### src/rtl/packet_pkg.sv
// Shared types and sizing for the packet writer and the routing/display decoder.
package packet_pkg;

    localparam int unsigned NIBBLE_W  = 4;
    localparam int unsigned NIBBLES   = 6;
    localparam int unsigned PACKET_W  = NIBBLE_W * NIBBLES;
    localparam int unsigned NUM_SLOTS = 6;
    localparam int unsigned COUNT_W   = 3;
    localparam int unsigned DEST_W    = 4;

    localparam logic [COUNT_W-1:0] FULL_COUNT = COUNT_W'(NIBBLES);

    typedef logic [PACKET_W-1:0] packet_t;

    typedef enum logic [1:0] {
        IDLE,
        COLLECT,
        FULL,
        WRITE
    } writer_state_e;

endpackage

### src/rtl/packet_nibble_buffer.sv
// Assembly buffer: shifts hex digits in from the right and counts them.
// The first digit typed ends up in the MSB nibble once the packet is full.
module packet_nibble_buffer
    import packet_pkg::*;
(
    input  logic                clock,
    input  logic                clear_n,
    input  logic                load,
    input  logic                shift,
    input  logic                clear,
    input  logic [NIBBLE_W-1:0] nibble,
    output packet_t             data,
    output logic [COUNT_W-1:0]  count,
    output logic                full
);

    assign full = (count == FULL_COUNT);

    // Buffer and digit counter; a shift into a full buffer is dropped.
    always_ff @(posedge clock) begin
        if (!clear_n || clear) begin
            data  <= '0;
            count <= '0;
        end else if (load) begin
            data  <= {{(PACKET_W-NIBBLE_W){1'b0}}, nibble};
            count <= COUNT_W'(1);
        end else if (shift && !full) begin
            data  <= {data[PACKET_W-NIBBLE_W-1:0], nibble};
            count <= count + COUNT_W'(1);
        end
    end

endmodule

### src/rtl/packet_table_writer.sv
// Packet table writer: collects hex digits into a packet and commits it
// into one slot of the packet table, reporting success or a bad slot index.
module packet_table_writer
    import packet_pkg::*;
(
    input  logic                 clock,
    input  logic                 clear_n,
    input  logic [NIBBLE_W-1:0]  nibble_in,
    input  logic                 nibble_strobe,
    input  logic [DEST_W-1:0]    dest,
    input  logic                 commit,
    input  logic                 abort,
    output packet_t              packet_out [NUM_SLOTS],
    output logic [NUM_SLOTS-1:0] slot_valid,
    output packet_t              preview,
    output logic [COUNT_W-1:0]   digit_count,
    output logic                 write_ack,
    output logic                 dest_err
);

    writer_state_e       state_q, state_d;
    logic [DEST_W-1:0]   dest_q;
    logic                buf_load, buf_shift, buf_clear, buf_full;
    logic                latch_dest, dest_ok, do_write;

    packet_nibble_buffer u_buffer (
        .clock   (clock),
        .clear_n (clear_n),
        .load    (buf_load),
        .shift   (buf_shift),
        .clear   (buf_clear),
        .nibble  (nibble_in),
        .data    (preview),
        .count   (digit_count),
        .full    (buf_full)
    );

    assign dest_ok = (dest_q < DEST_W'(NUM_SLOTS));

    // State register.
    always_ff @(posedge clock) begin
        if (!clear_n) state_q <= IDLE;
        else          state_q <= state_d;
    end

    // Next-state logic; abort beats commit beats strobe.
    always_comb begin
        state_d = state_q;
        unique case (state_q)
            IDLE: begin
                if (!abort && nibble_strobe) state_d = COLLECT;
            end
            COLLECT: begin
                if (abort)       state_d = IDLE;
                else if (commit) state_d = WRITE;
                else if (nibble_strobe && digit_count == FULL_COUNT - COUNT_W'(1))
                    state_d = FULL;
            end
            FULL: begin
                if (abort)       state_d = IDLE;
                else if (commit) state_d = WRITE;
            end
            WRITE: state_d = IDLE;
            default: state_d = IDLE;
        endcase
    end

    // Buffer controls and table write enables decoded from state and inputs.
    always_comb begin
        buf_load   = 1'b0;
        buf_shift  = 1'b0;
        buf_clear  = 1'b0;
        latch_dest = 1'b0;
        do_write   = 1'b0;
        unique case (state_q)
            IDLE:    buf_load = nibble_strobe && !abort;
            COLLECT: begin
                buf_clear  = abort;
                latch_dest = !abort && commit;
                buf_shift  = !abort && !commit && nibble_strobe && !buf_full;
            end
            FULL: begin
                buf_clear  = abort;
                latch_dest = !abort && commit;
            end
            WRITE: begin
                buf_clear = 1'b1;
                do_write  = dest_ok;
            end
            default: ;
        endcase
    end

    // Destination latch, packet table, valid flags and result pulses.
    always_ff @(posedge clock) begin
        if (!clear_n) begin
            dest_q     <= '0;
            slot_valid <= '0;
            write_ack  <= 1'b0;
            dest_err   <= 1'b0;
            for (int unsigned i = 0; i < NUM_SLOTS; i++) packet_out[i] <= '0;
        end else begin
            if (latch_dest) dest_q <= dest;
            write_ack <= do_write;
            dest_err  <= (state_q == WRITE) && !dest_ok;
            for (int unsigned i = 0; i < NUM_SLOTS; i++) begin
                if (do_write && dest_q == DEST_W'(i)) begin
                    packet_out[i] <= preview;
                    slot_valid[i] <= 1'b1;
                end
            end
        end
    end

endmodule

### config.mk
export PLATFORM = sky130hd
export DESIGN_NAME = packet_table_writer
export DESIGN_NICKNAME = d
export VERILOG_FILES = /design/src/rtl/packet_pkg.sv /design/src/rtl/packet_nibble_buffer.sv /design/src/rtl/packet_table_writer.sv
export SDC_FILE = /design/constraint.sdc
export NUM_CORES = 1
export LEC_CHECK = 0
export ABC_CLOCK_PERIOD_IN_PS = 2000
export BUFFER_PORTS_ARGS = -buffer_cell sky130_fd_sc_hd__buf_2
export CORE_MARGIN = 1
export CORE_UTILIZATION = 40
export DETAILED_ROUTE_END_ITERATION = 8
export PLACE_DENSITY = 0.61
export SYNTH_ARGS = -nofsm -noshare
export SYNTH_HDL_FRONTEND = slang
export SYNTH_HIERARCHICAL = 1
export SYNTH_SLANG_ARGS = --single-unit
### constraint.sdc
create_clock -name clock -period 2 [get_ports clock]
set_input_delay 0.2 -clock clock [delete_from_list [all_inputs] [get_ports clock]]
set_output_delay 0.2 -clock clock [all_outputs]
set_load 0.01 [all_outputs]
; ---- Yosys cells after proc, flatten, opt, wreduce, memory -nomap -nowiden
; Index checks and enable logic that the tools add are counted.
[totals]
regBits = 185
out_inout_bits = 179
input_bits = 13
elab_cells = 77
[classes]
muxes = 16
n_lt_le_gt_ge = 1
eq_ne = 13
n_addsub = 1
n_reduce_logical = 26
[op_table]
columns = operator, count
row1 = 1-bit logical AND, 14
row2 = 2-bit two-way mux, 6
row3 = 4-bit by 2-bit equality test with 1-bit output (second input constant), 2
row4 = 4-bit by 3-bit equality test with 1-bit output (second input constant), 2
row5 = 4-bit two-way mux, 2
row6 = 2-bit case mux with 4 select lines, 1
row7 = 3-bit equality test (second input constant), 2
row8 = 1-bit two-way mux, 6
row9 = 1-bit zero test, 5
row10 = 2-bit equality test (second input constant), 2
row11 = 4-bit by 1-bit equality test with 1-bit output (second input constant), 1
row12 = 4-bit zero test, 1
row13 = 4-bit by 3-bit less-than comparator with 1-bit output (second input constant), 1
row14 = 4-bit != test (second input constant), 1
row15 = 2-bit OR reduction, 2
row16 = 3-bit by 1-bit adder with 3-bit output (second input constant), 1
row17 = 3-bit != test (second input constant), 1
row18 = 3-bit AND reduction, 1
row19 = 2-bit by 1-bit equality test with 1-bit output (second input constant), 1
row20 = 2-bit zero test, 1
row21 = 2-bit != test (second input constant), 1
row22 = 1-bit case mux with 2 select lines, 1
row23 = 2-bit nonzero test, 1
row24 = 1-bit logical OR, 1

; ---- Logic depth before layout (Yosys ltp)
; Gate-level depths: netlist of the first run.
[logic_depth]
word_depth = 8
mapped_depth = 9
ltp_nobuf = 7

; ---- Hierarchy
; The synthesis of the first run kept the hierarchy.
[modules_own_cells]
columns = mod, area_each_um2, cells_per_inst, n_inst, seq_area_each_um2
row1 = packet_table_writer, 5990.7, 700, 1, 3163.0
row2 = packet_nibble_buffer, 1032.2, 125, 1, 540.5

; ---- Worst setup path after synthesis of the first run
; Ideal clock, no wire load.
[synth_path]
path_kind = flip-flop to flip-flop
from = register u_buffer.count[0]
to = register u_buffer.count[2]
path_slack_ns = 0.094
setup_ns = 0.070
arrival_ns = 1.836
path_stages_with_launch = 8
required_ns = 1.930
synth_period_minus_slack_ns = 1.906
n_path_buf = 0
cell_sequence = dfxtp_1 inv_1 ha_1 and2_1 nor4b_1 a21bo_1 or3_1 a21oi_1
[synth_via]
elab_chain_len = 5
elab_cells_between_ends = 6
classes_between = add/sub (1) / eq/ne (1) / mux (1) / reduce/logical (3)
[synth_lines]
columns = item, line_no
row1 = from (decl), packet_nibble_buffer.sv:13  ; output logic [COUNT_W-1:0] count,
row2 = from (signal assigned), packet_nibble_buffer.sv:29  ; count <= count + COUNT_W'(1);
row3 = 3-bit equality test, packet_nibble_buffer.sv:17  ; assign full = (count == FULL_COUNT);
row4 = via buf_full, packet_table_writer.sv:23  ; logic buf_load, buf_shift, buf_clear, buf_full;
row5 = 1-bit zero test, packet_table_writer.sv:80  ; buf_shift = !abort && !commit && nibble_strobe && !buf_full;
row6 = 1-bit logical AND, packet_table_writer.sv:80
row7 = 1-bit two-way mux, packet_table_writer.sv:75  ; unique case (state_q)
row8 = via buf_shift, packet_table_writer.sv:23
row9 = 1-bit logical AND, packet_nibble_buffer.sv:27  ; end else if (shift && !full) begin
; The timed path passes the listed nets, and every way through them passes these cells.
; A chain may end at the register's enable or synchronous reset.

; ---- Final worst setup path of the first run
[layout_path]
from = register u_buffer.count[0]
to = register u_buffer.count[0]
[layout_via]
elab_chain_len = 6
elab_cells_between_ends = 9
classes_between = add/sub (1) / eq/ne (1) / mux (3) / reduce/logical (4)
[layout_lines]
columns = item, line_no
row1 = 3-bit equality test, packet_nibble_buffer.sv:17
row2 = via buf_full, packet_table_writer.sv:23
row3 = 1-bit zero test, packet_table_writer.sv:80
row4 = 1-bit logical AND, packet_table_writer.sv:80
row5 = 1-bit two-way mux, packet_table_writer.sv:75
row6 = via buf_shift, packet_table_writer.sv:23
row7 = 1-bit logical AND, packet_nibble_buffer.sv:27
row8 = 2-bit nonzero test (no source line), -
; The timed path passes the listed nets, and every way through them passes these cells. The select of a mux whose other input is x is not followed.

==> flow_summary.toml, run 1 <==
[critical_path]
crit_required_ns = 2.33
critical_path_class = "flop to flop"
cp_cell_sequence = "inv_1, ha_2, and2_1, nor4b_2, a21boi_4, buf_4, nor2_1, o31a_1"
worst-path-max-fanout = 3
arrival_ns = 2.19
critical-path-max-stage-delay_ns = 0.33
slowest_stage = "dfxtp_1"
r2r_end = "u_buffer/count[0]$_SDFFE_PP0P_"
r2r_cells = 8
cp_num_buf_inv = 2
cp-start-kind = "flop"
cp-end-kind = "flop"
r2r_setup_slack_ns = 0.13
critPathTopFamily = "compound AO/OA/AOI/OAI gates"
timing.rr.start = "u_buffer/count[0]$_SDFFE_PP0P_"

[yosys]
yosysSeqAreaShare_pct = 52.7
synth_top_area_share_pct = 52.7
synth_cell_types = 36
synth-seq-cells = 185
avgSynthCellArea_um2 = 8.51
yosysWarnings = 6
netlist_instances = 825
syn_area_um2 = 7020
synth.area.top_cells = "dfxtp_1 53%, nand2_1 18%, a21boi_0 11%"
synth_nets = 845
synth_largest_area_cell = "dfxtp_1"

[min_path]
hold_depth = 3
hold_path_class = "input port to flop"
min_from = "nibble_in[0]"
whs_endpoint = "u_buffer/data[0]$_SDFFE_PP0P_"

[floorplanning]
die_w_um = 135
ios = 192
rows = 48
core-area_um2 = 17200
dieArea_um2 = 18100
die_y_um = 135
initial_utilization_pct = 40.7

[layout]
drive_gt1_share_pct = 25.9
regArea_um2 = 3700
antennaDiodeCount = 0
multi_input_area_um2 = 3070
finalInstanceArea_um2 = 8950
fin_cells = 1249
fin_nets = 1031
syn2layout_area_growth_pct = 27.5
fin_util_pct = 51.9
fillCellCount = 1673

[grt]
track_usage_pct = 22.6
grt_max_degree = 79
antenna_found_initial = 0
overflow = 0
grt_pass1_vias = 5486
grt_pass1_wl_mm = 31.2

[placed_design]
gp_congestion = 0.745
dpl_worst_slack_ns = 0.0353
placed_cell_area_um2 = 8310
placed_cells = 1214
io_buffers = 191
dp.final_hpwl_mm = 13.2

[cts]
clk_pin_slew_ns = 0.07
cts_tree = "built"
cts_max_path_buffers = 2
cts_made_buffers = 17
clock_sinks = 185
htree_levels = 4
cts_root_buffer = "clkbuf_16"
insertion_delay_ns = 0.43

[timing]
period_minus_slack_ns = 1.87
fin_ws_ns = 0.134
worst_pin_slew_ns = 0.630
tns_ns = 0
slew_violations = 0
finalCritPeriodShare_pct = 93.3
holdWs_ns = 0.0159
setup_viol = 0
fin_skew_ns = 0.0148
maxSlewHeadroom_pct = 57.5
timing.fmax_mhz = 536
timing.final.hold_violations = 0
grt_setup_unrepaired = "false"

[detailed_routing]
wire_per_inst_um = 16.2
avgViaCountPerCell = 4.84
dr_total_vias = 6048
drtIter0Drc = 330
drtPass1Iterations = 4
drt_wl_total_mm = 20.2
antenna_left = 0
drc_errors = 0

[power_and_ir_drop]
p_total_mw = 7.52
cellPowerDensity_nw_per_um2 = 840
cellLeakagePower_nw = 3.67
ir_drop_mv = 0.585

[run_status]
status = "finished, final reports clean"

[flow_run]
maxCapViolCount = 0
## synthesized netlist by cell type
cell and number:
dfxtp_1 185, or3b_4 1, buf_2 23, o211ai_1 4
o31ai_1 4, a21boi_1 43, o21a_1 6, a21bo_1 1
a21boi_2 1, nor2b_1 7, a21oi_1 24, nor3b_1 1
nand2_1 337, nor2_1 9, inv_1 5, and2_1 1
nor2_2 3, mux2i_1 6, or3_1 4, o31a_1 1
or4b_2 1, nor4b_1 1, o21ai_0 2, nand3b_1 3
a211oi_1 1, or2_1 1, o41ai_1 1, buf_4 2
nor3_4 1, nand2b_1 4, buf_6 2, nor3_2 2
nand4b_1 1, ha_1 7, clkbuf_1 29, a21boi_0 101
## cell families (layout without fill, tap and decap cells)
| kind of cell | count (synthesis) | count (layout) | synth area share (%) |
|---|---|---|---|
| AND/OR/NAND/NOR | 377 | 377 | 21.8 |
| flip-flops | 185 | 185 | 52.7 |
| AO/OA/AOI/OAI | 189 | 189 | 19.4 |
| multiplexers | 6 | 6 | 0.855 |
| adder cells (fa/ha/maj) | 7 | 7 | 1.25 |
| buffers and inverters | 61 | 260 | 3.99 |
## cells in the final DEF, fill, tap and decap left out, types with 4 or more instances in the layout
cell	Yosys	layout
o21a_1	6	6
ha_1	7	6
nand2b_1	4	4
clkinv_4	0	5
o211ai_1	4	4
dfxtp_1	185	185
inv_1	5	5
nor2b_1	7	7
or3_1	4	4
nand2_1	337	337
buf_4	2	25
o31ai_1	4	4
clkbuf_16	0	17
mux2i_1	6	6
clkinv_2	0	4
a21boi_1	43	43
buf_12	0	6
nor2_1	9	9
a21oi_1	24	24
a21boi_0	101	101
buf_2	23	190
## power breakdown
| part | internal [mW] | leakage (nW) | switching [mW] |
|---|---|---|---|
| clock | 1.97 | 0.293 | 1.47 |
| sequential | 3.71 | 1.49 | 0.0456 |
| combinational | 0.145 | 1.89 | 0.182 |
| total | 5.82 | 3.67 | 1.70 |
## what timing repair did
item,CTS,global route
hold endpoints to repair,2,0
buffers inserted,0,1
resized for setup,0,4
hold buffers,2,0
endpoints found under the setup margin,0,27
## tightest hold or removal path: stages
cell	delay [ns]
buf_2	0.07
o211ai_1	0.07
o31ai_1	0.07
## area by class of cell
type	instances	share of cell area, %
sequential	185	41.4
inverter	5	0.210
timing repair buffer	223	14.3
multi-input combinational	579	34.3
clock buffer	17	4.75
clock inverter	15	1.98
tap	225	3.14
## sequential cells by signal (all words and copies together), names as in the netlist
register and cells:
dest_err 1, dest_q 4, packet_out 144, slot_valid 6, state_q 2, u_buffer/count 3
u_buffer/data 24, write_ack 1
## layer usage
| layer | global-route usage, % | part of all wire (%) | routed length, um |
|---|---|---|---|
| met5 | 0 | 0 | 0 |
| met4 | 6.62 | 0.82 | 165 |
| met3 | 5.63 | 6.3 | 1270 |
| met1 | 30.7 | 46 | 9370 |
| met2 | 35.4 | 47 | 9420 |
## worst max-delay path by stage
stage,to,start,cells past startpoint,slack (ns)
4_1_cts,u_buffer/data[18]$_SDFFE_PP0P_,u_buffer/count[0]$_SDFFE_PP0P_,8,0.008
5_1_grt,u_buffer/data[15]$_SDFFE_PP0P_,state_q[0]$_SDFFE_PN0P_,7,0.02
6_report,u_buffer/count[0]$_SDFFE_PP0P_,u_buffer/count[0]$_SDFFE_PP0P_,8,0.13
3_5_place_dp,u_buffer/data[18]$_SDFFE_PP0P_,u_buffer/count[0]$_SDFFE_PP0P_,8,0.04
2_1_floorplan,u_buffer/count[2]$_SDFFE_PP0P_,u_buffer/count[0]$_SDFFE_PP0P_,7,0.09
3_3_place_gp,u_buffer/data[17]$_SDFFE_PP0P_,u_buffer/count[0]$_SDFFE_PP0P_,8,0.13
Power figures use the tool's default switching activity.
==> run 2, diff against run 1 <==
--- a/config.mk
+++ b/config.mk
@@ -5,12 +5,13 @@
 export SDC_FILE = /design/constraint.sdc
 export NUM_CORES = 1
 export LEC_CHECK = 0
+export ABC_AREA = 1
 export ABC_CLOCK_PERIOD_IN_PS = 2000
 export BUFFER_PORTS_ARGS = -buffer_cell sky130_fd_sc_hd__buf_2
 export CORE_MARGIN = 1
-export CORE_UTILIZATION = 40
+export CORE_UTILIZATION = 50
 export DETAILED_ROUTE_END_ITERATION = 8
-export PLACE_DENSITY = 0.61
+export PLACE_DENSITY = 0.74
 export SYNTH_ARGS = -nofsm -noshare
 export SYNTH_HDL_FRONTEND = slang
 export SYNTH_HIERARCHICAL = 1
==> run 2 against run 1 <==
Synthesized cell count up 4.0%. Maximum frequency up 3.1%. Synthesized area down 4.0%. Critical path type unchanged. Critical endpoint is now u_buffer/data[8]$_SDFFE_PP0P_.
==> flow_summary.toml, run 2 <==
[critical_path]
timing.rr.start = "u_buffer/count[0]$_SDFFE_PP0P_"
r2r_cells = 9
r2r_setup_slack_ns = 0.19
cp-end-kind = "flop"
crit_required_ns = 2.32
crit_start = "u_buffer/count[0]$_SDFFE_PP0P_"
r2r_end = "u_buffer/data[8]$_SDFFE_PP0P_"
critical_path_class = "flop to flop"
cp-start-kind = "flop"
arrival_ns = 2.13
worst-path-max-fanout = 21

[layout]
antennaDiodeCount = 0
final_common_cell = "nor2_1"
reg_top3 = "packet_out (144), u_buffer/data (24), slot_valid (6)"
fin_nets = 1060
fin_cells = 1229
fin_util_pct = 64.1
finalInstanceArea_um2 = 8450
largest_reg_flops = 144
layout_common_cells = "210 x nor2_1, 190 x buf_2, 185 x dfxtp_1"
drive_gt1_share_pct = 24.0
syn2layout_area_growth_pct = 25.3
max_flop_register = "packet_out"

[min_path]
hold_path_class = "input port to flop"
whs_endpoint = "u_buffer/data[3]$_SDFFE_PP0P_"
min_from = "nibble_in[3]"
hold_depth = 3

[power_and_ir_drop]
switching_share_pct = 28.0
ir_drop_mv = 0.574
power.switching_mw = 2.39
p_clk_share_pct = 37.7
combinationalPowerShare_pct = 13.9
pwr-share-seq_pct = 48.5
cellLeakagePower_nw = 3.81
cellPowerDensity_nw_per_um2 = 1010
p_int_mw = 6.16

[yosys]
synth-seq-cells = 185
synth_cell_types = 24
ys_async_sr_fraction_pct = 0
synth.area.top_cells = "dfxtp_1 55%, o21ai_0 12%, nor2_1 12%"
synth_top_area_share_pct = 54.9
synth_nets = 878
yosysWarnings = 6
synthMostInstantiatedCell = "nor2_1"
synth-main-ff-cell = "dfxtp_1"
yosysSeqAreaShare_pct = 54.9
synth_common_cells = "210 x nor2_1, 185 x dfxtp_1, 163 x o21ai_0, 94 x inv_1, 88 x a21oi_1"
netlist_instances = 858
syn_area_um2 = 6740
avgSynthCellArea_um2 = 7.86
synth_largest_area_cell = "dfxtp_1"
synth_edf_count = 0

[floorplanning]
dieArea_um2 = 14000
rows = 42
initial_utilization_pct = 51.1
core-area_um2 = 13200
ios = 192
die_w_um = 118
die_y_um = 118

[detailed_routing]
wire_per_inst_um = 14.7
drc_errors = 0
antenna_left = 0
drt_wl_total_mm = 18.0
drtIter0Drc = 463
drtPass1Iterations = 5
dr_total_vias = 6033
avgViaCountPerCell = 4.91

[flow_run]
maxCapViolCount = 0

[cts]
clk_pin_slew_ns = 0.07
htree_levels = 4
clock_sinks = 185
cts_root_buffer = "clkbuf_16"
cts_tree = "built"
cts_made_buffers = 17
cts_max_path_buffers = 2
insertion_delay_ns = 0.43

[grt]
track_usage_pct = 26.5
grt_max_degree = 65
overflow = 0
grt_pass1_wl_mm = 29.0
grt_pass1_vias = 5502
antenna_found_initial = 0

[timing]
maxSlewHeadroom_pct = 65.8
finalCritPeriodShare_pct = 90.5
grt_setup_unrepaired = "false"
slew_violations = 0
worst_pin_slew_ns = 0.513
setup_viol = 0
period_minus_slack_ns = 1.81
timing.fmax_mhz = 553
fin_ws_ns = 0.191
tns_ns = 0
timing.final.hold_violations = 0
fin_skew_ns = 0.00686

[placed_design]
dpl_worst_slack_ns = 0.104
placed_cell_area_um2 = 7840
dp.final_hpwl_mm = 12.0
io_buffers = 191
placed_cells = 1193
gp_congestion = 0.799

[run_status]
status = "finished, final reports clean"
-- run 2: changes by cell type after synthesis, moves of 6 or more --
cell,before,now
buf_4,2,8
a21boi_0,101,0
mux2i_1,6,0
buf_2,23,7
a21oi_1,24,88
nor2b_1,7,0
o21ai_0,2,163
nor2_1,9,210
inv_1,5,94
o21a_1,6,0
a21boi_1,43,0
nand2_1,337,27
o21ai_1,0,6
-- run 2: repair_timing --
action                                 in CTS  in global routing
setup endpoints to repair                   0                 23
endpoints found under the hold margin       3                  0
gates resized for setup                     0                  1
buffers inserted                            0                  1
hold buffers                                3                  0
-- run 2: cell type report --
type | instances | area (um^2)
Multi-Input combinational cell | 524 | 2420
Timing Repair Buffer | 213 | 1170
Sequential cell | 185 | 3700
Clock buffer | 21 | 470
Clock inverter | 11 | 96.3
Fill cell | 1203 | 4740
Tap cell | 176 | 220
Inverter | 99 | 372
-- run 2: how the worst max path moves through the flow --
stage	to	slack [ns]	cells past startpoint
floorplan	u_buffer/data[4]$_SDFFE_PP0P_	0.1	10
global placement	u_buffer/data[11]$_SDFFE_PP0P_	0.20	9
detailed placement	u_buffer/data[8]$_SDFFE_PP0P_	0.10	9
CTS	u_buffer/data[8]$_SDFFE_PP0P_	0.09	9
global route	u_buffer/data[14]$_SDFFE_PP0P_	0.004	9
finish	u_buffer/data[8]$_SDFFE_PP0P_	0.19	9
-- run 2: power groups by stage --
stage | combinational (mW) | sequential, mW | clock (mW)
after global routing | 1.35 | 4.17 | 3.43
final | 1.18 | 4.14 | 3.22
after CTS | 1.17 | 4.14 | 3.26
after detailed placement | 1.16 | 4.22 | 0
after floorplan | 0.740 | 4.21 | 0
after global placement | 1.13 | 4.21 | 0
-- run 2: critical path, stage by stage, from the launching register on --
cell and delay, ns:
dfxtp_1 0.38, inv_1 0.09, ha_1 0.21, nand2_2 0.11, inv_1 0.08, nor4_4 0.28
nand2_2 0.12, buf_4 0.22, o21ai_0 0.17, nor2_1 0.05
-- run 2: cells by family (layout without fill, tap and decap cells) --
family                     Yosys count  after routing  synth area share (%)
and+or+nand+nor                    260            260                  15.3
AOI/OAI and AO/OA                  257            257                  19.1
buffers and inverters              149            344                  9.42
adders and majority gates            7              7                  1.30
DFF                                185            185                  54.9
-- run 2: per-stage QoR --
stage | total power, mW | hold WS [ns]
4_1_cts | 8.58 | 0.0169
5_1_grt | 8.95 | 0.0104
2_1_floorplan | 4.95 | 0.332
3_5_place_dp | 5.38 | 0.424
6_report | 8.54 | 0.0318
3_3_place_gp | 5.35 | 0.425
-- run 2: per-layer routing --
| metal | vias to the layer above | GRT usage, % | wire length (um) |
|---|---|---|---|
| li1 | 3102 | - | - |
| met1 | 2705 | 33.6 | 7910 |
| met2 | 203 | 43.6 | 8590 |
| met3 | 23 | 7.19 | 1260 |
| met4 | 0 | 8.89 | 278 |
| met5 | - | 0 | 0 |
